===== src/rtl/drum_timing_gen_if.sv =====
// Timing bundle between the G-15 drum timing generator (master) and its consumers (slave).
// No handshake: HOLD/ORIGIN are sampled on every CLOCK edge; all outputs are valid every cycle.
interface drum_timing_gen_if;
    logic       HOLD;
    logic       ORIGIN;
    logic [4:0] BIT_TIME;
    logic [6:0] WORD_TIME;
    logic       T1;
    logic       T2;
    logic       T13;
    logic       T21;
    logic       T28;
    logic       T29;
    logic       ODD_WORD;
    logic       WORD_END;
    logic       REV_END;
    logic       QUAD_END;
    logic       SYNC_ERR;

    modport master (
        input  HOLD, ORIGIN,
        output BIT_TIME, WORD_TIME, T1, T2, T13, T21, T28, T29,
               ODD_WORD, WORD_END, REV_END, QUAD_END, SYNC_ERR
    );

    modport slave (
        output HOLD, ORIGIN,
        input  BIT_TIME, WORD_TIME, T1, T2, T13, T21, T28, T29,
               ODD_WORD, WORD_END, REV_END, QUAD_END, SYNC_ERR
    );
endinterface


===== src/rtl/drum_timing_gen.sv =====
// G-15 drum bit/word timing generator: bit-in-word and word-on-drum counters plus strobe decodes.
// Optional macro G15_TIMING_ORIGIN_EN enables origin-track resync and the sticky SYNC_ERR flag.
module drum_timing_gen #(
    parameter int BITS_PER_WORD = 29,
    parameter int WORDS_PER_REV = 108
) (
    input  logic               CLOCK,
    input  logic               rst,
    drum_timing_gen_if.master  tif
);
    localparam logic [4:0] LAST_BIT  = 5'(BITS_PER_WORD);
    localparam logic [6:0] LAST_WORD = 7'(WORDS_PER_REV - 1);

    logic [4:0] bit_time_q,  bit_time_d;
    logic [6:0] word_time_q, word_time_d;
    logic       sync_err_q,  sync_err_d;
    logic       last_bit;
    logic       rev_end;
    logic       in_range;

    assign last_bit = (bit_time_q == LAST_BIT);
    assign rev_end  = last_bit && (word_time_q == LAST_WORD);
    assign in_range = (bit_time_q != 5'd0) && (bit_time_q <= LAST_BIT) &&
                      (word_time_q <= LAST_WORD);

`ifndef G15_TIMING_ORIGIN_EN
    logic unused_origin;
    assign unused_origin = tif.ORIGIN;
`endif

    always_comb begin
        bit_time_d  = bit_time_q;
        word_time_d = word_time_q;
        sync_err_d  = sync_err_q;
        // A corrupted count recovers on the next edge even while held.
        if (!in_range) begin
            bit_time_d  = 5'd1;
            word_time_d = 7'd0;
        end else if (!tif.HOLD) begin
            if (last_bit) begin
                bit_time_d  = 5'd1;
                word_time_d = (word_time_q == LAST_WORD) ? 7'd0 : word_time_q + 7'd1;
            end else begin
                bit_time_d  = bit_time_q + 5'd1;
            end
`ifdef G15_TIMING_ORIGIN_EN
            // Origin at REV_END matches the natural wrap; anywhere else is a slip.
            if (tif.ORIGIN) begin
                bit_time_d  = 5'd1;
                word_time_d = 7'd0;
                if (!rev_end) begin
                    sync_err_d = 1'b1;
                end
            end
`endif
        end
`ifndef G15_TIMING_ORIGIN_EN
        sync_err_d = 1'b0;
`endif
    end

    always_ff @(posedge CLOCK or posedge rst) begin
        if (rst) begin
            bit_time_q  <= 5'd1;
            word_time_q <= 7'd0;
            sync_err_q  <= 1'b0;
        end else begin
            bit_time_q  <= bit_time_d;
            word_time_q <= word_time_d;
            sync_err_q  <= sync_err_d;
        end
    end

    assign tif.BIT_TIME  = bit_time_q;
    assign tif.WORD_TIME = word_time_q;
    assign tif.T1        = (bit_time_q == 5'd1);
    assign tif.T2        = (bit_time_q == 5'd2);
    assign tif.T13       = (bit_time_q == 5'd13);
    assign tif.T21       = (bit_time_q == 5'd21);
    assign tif.T28       = (bit_time_q == 5'd28);
    assign tif.T29       = last_bit;
    assign tif.ODD_WORD  = word_time_q[0];
    assign tif.WORD_END  = last_bit;
    assign tif.REV_END   = rev_end;
    assign tif.QUAD_END  = last_bit && (word_time_q[1:0] == 2'b11);
    assign tif.SYNC_ERR  = sync_err_q;
endmodule


===== src/flat_wrapper.sv =====
// flat-port wrapper written by rule: the top's interface ports become plain ports
module drum_timing_gen_flat 
#(
    parameter int BITS_PER_WORD = 29,
    parameter int WORDS_PER_REV = 108
)
  (CLOCK, rst, tif_HOLD, tif_ORIGIN, tif_BIT_TIME, tif_WORD_TIME, tif_T1, tif_T2, tif_T13, tif_T21, tif_T28, tif_T29, tif_ODD_WORD, tif_WORD_END, tif_REV_END, tif_QUAD_END, tif_SYNC_ERR);
  drum_timing_gen_if tif_i ();
  input  logic CLOCK;
  input  logic rst;
  input wire logic [$bits(tif_i.HOLD)-1:0] tif_HOLD;
  input wire logic [$bits(tif_i.ORIGIN)-1:0] tif_ORIGIN;
  output wire logic [$bits(tif_i.BIT_TIME)-1:0] tif_BIT_TIME;
  output wire logic [$bits(tif_i.WORD_TIME)-1:0] tif_WORD_TIME;
  output wire logic [$bits(tif_i.T1)-1:0] tif_T1;
  output wire logic [$bits(tif_i.T2)-1:0] tif_T2;
  output wire logic [$bits(tif_i.T13)-1:0] tif_T13;
  output wire logic [$bits(tif_i.T21)-1:0] tif_T21;
  output wire logic [$bits(tif_i.T28)-1:0] tif_T28;
  output wire logic [$bits(tif_i.T29)-1:0] tif_T29;
  output wire logic [$bits(tif_i.ODD_WORD)-1:0] tif_ODD_WORD;
  output wire logic [$bits(tif_i.WORD_END)-1:0] tif_WORD_END;
  output wire logic [$bits(tif_i.REV_END)-1:0] tif_REV_END;
  output wire logic [$bits(tif_i.QUAD_END)-1:0] tif_QUAD_END;
  output wire logic [$bits(tif_i.SYNC_ERR)-1:0] tif_SYNC_ERR;
  assign tif_i.HOLD = tif_HOLD;
  assign tif_i.ORIGIN = tif_ORIGIN;
  assign tif_BIT_TIME = tif_i.BIT_TIME;
  assign tif_WORD_TIME = tif_i.WORD_TIME;
  assign tif_T1 = tif_i.T1;
  assign tif_T2 = tif_i.T2;
  assign tif_T13 = tif_i.T13;
  assign tif_T21 = tif_i.T21;
  assign tif_T28 = tif_i.T28;
  assign tif_T29 = tif_i.T29;
  assign tif_ODD_WORD = tif_i.ODD_WORD;
  assign tif_WORD_END = tif_i.WORD_END;
  assign tif_REV_END = tif_i.REV_END;
  assign tif_QUAD_END = tif_i.QUAD_END;
  assign tif_SYNC_ERR = tif_i.SYNC_ERR;
  drum_timing_gen #(.BITS_PER_WORD(BITS_PER_WORD), .WORDS_PER_REV(WORDS_PER_REV)) u_core (.CLOCK(CLOCK), .rst(rst), .tif(tif_i));
endmodule

===== config.mk =====
export PLATFORM = sky130hd
export DESIGN_NAME = drum_timing_gen_flat
export DESIGN_NICKNAME = d
export VERILOG_FILES = /design/src/rtl/drum_timing_gen_if.sv /design/src/rtl/drum_timing_gen.sv /design/src/flat_wrapper.sv
export SDC_FILE = /design/constraint.sdc
export NUM_CORES = 1
export LEC_CHECK = 0
export CORE_MARGIN = 8
export CORE_UTILIZATION = 45
export CTS_CLUSTER_DIAMETER = 100
export CTS_CLUSTER_SIZE = 30
export DETAILED_ROUTE_END_ITERATION = 7
export PLACE_DENSITY = 0.78
export SYNTH_ARGS = -nofsm -noshare
export SYNTH_HDL_FRONTEND = slang
export SYNTH_SLANG_ARGS = --single-unit

===== constraint.sdc =====
create_clock -name CLOCK -period 2 [get_ports CLOCK]
set_input_delay 0.6 -clock CLOCK [delete_from_list [all_inputs] [get_ports CLOCK]]
set_output_delay 0.6 -clock CLOCK [all_outputs]
set_load 0.01 [all_outputs]

==> impl_metrics.ini <==
[status]
status = finished with violations
violations = negative setup slack

[critical_path]
path_cells = ha_4, nand4_4, inv_2, buf_6, and2_4, buf_6
crit_required_ns = 1.40
critPathKind = reg -> out
crit_path_top_delay_cell = dfstp_2
crit_top_cell = buf_6
path_max_fanout = 4
cp-start-kind = flip-flop
worst-endpoint-arrival_ns = 1.50
end_kind = primary output
critPathMaxStageDelay_ns = 0.56

[final_layout]
fill_cells = 140
area_delta_synth_final_pct = 71.0
final_cells = 184
drive_gt1_share_pct = 45.2
final_cell_mix = 36 x buf_4, 14 x clkdlybuf4s50_1, 11 x a21oi_1
fin_area_sq_um = 1480
mostFrequentLayoutCell = buf_4
multi_input_area_sq_um = 544
num_antenna_cells = 0
final_nets = 167
seqCellArea_sq_um = 303

[logic_synthesis]
synth_xor_area_share_pct = 1.01
yosysWarningCount = 0
synth_top_family_by_area = simple AND/OR/NAND/NOR gates
synth_cell_types = 36
avgSynthCellArea_sq_um = 8.81
ys_ff_latch = 12
yosys.area_share.simple_pct = 29.0
synth-adder-area-share_pct = 7.25
yosysSeqAreaShare_pct = 34.9
synthMuxAreaShare_pct = 0
synth_edf_count = 0
postSynthCellCount = 98
synth_compound_area_share_pct = 19.9
synthArstFlopShare_pct = 100
synth_nets = 107
syn_area_sq_um = 863
synth-main-ff-cell = dfrtp_1

[placement]
place_congestion = 0.857
placed_cells = 168
io_buffers = 24
dp_hpwl_microns = 1950
place_area_sq_um = 1290

[cts]
root_buffer = clkbuf_4
numCtsBuffers = 3
cts_max_level = 1
clk_path_buf_depth = 2
clk_latency_ns = 0.28
cts.sinks = 12
cts_tree = built
path_clk_slew_ns = 0.09
postCtsHoldBufs = 0

[detailed_routing]
vias = 981
ant_nets = 0
detail_route.wirelength_microns = 2820
drt-initial-drc-count = 19
drc = 0
wl_per_cell_microns = 15.3
vias_per_cell = 5.33
drt_first_pass_iters = 4

[floorplan]
dieArea_sq_um = 3580
num_io_pins = 27
start_util_pct = 45.9
core_sq_um = 1880
fp-row-count = 16
die_w_microns = 59.8
die_height_microns = 59.8

[timing]
final-setup-viol-count = 8
skew_ns = 0.00999
drv_slew = 0
rsz0062_at_grt = yes
fin_crit_sh_pct = 105
hold_viol_final = 0
fin_ws_ns = -0.0995
fmax_mhz = 476
fin_crit_ns = 2.10

[grt]
antenna_found_initial = 0
grt_max_degree = 13
grt_pass1_wl_microns = 4430
overflow = 0
grt_pass1_vias = 979
grt.total_usage_pct = 16.1

[pwr]
pwr-share-comb_pct = 59.7
internal_power_uw = 795
seqPwrFrac_pct = 24.8
switching_share_pct = 38.3
switching_power_uw = 493
worst_ir_drop_vdd_v = 0.000455
leakage_uw = 0.000683
p_clk_share_pct = 15.4
powerDensity_nw_per_um2 = 872

[job]
drv_cap = 0

[min_path]
hp-class = reg -> reg
-- cell families after synthesis --
| logic type | after synthesis |
|---|---|
| flip-flops | 12 |
| other | 1 |
| adder cells (fa/ha/maj) | 5 |
| XOR/XNOR | 1 |
| buffers and inverters | 13 |
| AND/OR/NAND/NOR | 41 |
| AO/OA/AOI/OAI | 25 |
-- Yosys cell counts, drive strengths merged (2+ instances only) --
cell,number,area (sq um)
a21oi,11,55.1
dfrtp,11,275
nor2,9,41.3
buf,7,42.5
nand3,7,35.0
nand2,6,22.5
ha,5,62.6
inv,5,18.8
nor3,4,20.0
o21ai,4,20.0
a311oi,3,38.8
and2,3,18.8
nand3b,3,22.5
nand4b,2,17.5
-- power by group through the flow --
stage                     clock, uW  combinational, uW  sequential (uW)
after floorplan                   0                271              339
after global placement            0                575              324
after detailed placement          0                606              326
after CTS                       195                676              325
after global routing            213                830              324
final                           199                769              320
-- worst paths after layout --
check,start,to,slack (ns),cells after the start
min in group asynchronous,rst,u_core.tif.WORD_TIME[3],0.63,2
hold / removal,u_core.tif.WORD_TIME[6],u_core.tif.WORD_TIME[6],0.58,2
max in group asynchronous,rst,u_core.tif.BIT_TIME[2],1.02,2
hold reg to reg,u_core.tif.WORD_TIME[6],u_core.tif.WORD_TIME[6],0.58,2
setup reg to reg,u_core.tif.BIT_TIME[0],u_core.tif.WORD_TIME[6],0.02,8
setup / recovery,u_core.tif.BIT_TIME[0],tif_QUAD_END,-0.1,6
-- per-stage QoR --
stage	setup TNS (ns)	worst slack [ns]	total power (uW)	utilization [%]	hold slack (ns)
after floorplan	0	0.0577	611	-	0.464
after global placement	-1.34	-0.228	899	68.8	0.568
after detailed placement	-1.54	-0.263	932	68.8	0.572
after CTS	-0.269	-0.0997	1200	74.7	0.588
after global routing	-1.29	-0.148	1370	78.5	0.633
final	-0.395	-0.0995	1290	78.5	0.580
-- flip-flops by register name, summed over array words and instances (netlist names) --
register and count:
u_core.tif.BIT_TIME 5, u_core.tif.WORD_TIME 7
-- layout make-up --
class | count | share of cell area [%]
Timing Repair Buffer | 63 | 36.3
Multi-Input combinational cell | 73 | 36.9
Sequential cell | 12 | 20.5
Inverter | 5 | 1.61
Tap cell | 27 | 2.29
Clock buffer | 4 | 2.46
-- critical path: cells and delay by family, from the launching register on --
family                     cells  cell delay (ns)
and+or+nand+nor                2             0.23
DFF                            1             0.56
buffers and inverters          3             0.29
adders and majority gates      1             0.14
-- repair_timing --
| action | 4_1_cts | 5_1_grt |
|---|---|---|
| pin swaps | 3 | 2 |
| endpoints found under the setup margin | 12 | 11 |
| setup buffers | 6 | 6 |
| gates resized for setup | 49 | 8 |
| gates cloned | 0 | 0 |
-- routing by layer --
metal	global-route usage, %	part of all wire [%]	wire [microns]
met1	16.3	40	1140
met2	31.1	53	1490
met3	4.09	5.0	141
met4	4.76	1.8	51
met5	0	0	0
No activity file was read; power rests on OpenSTA's default activity.
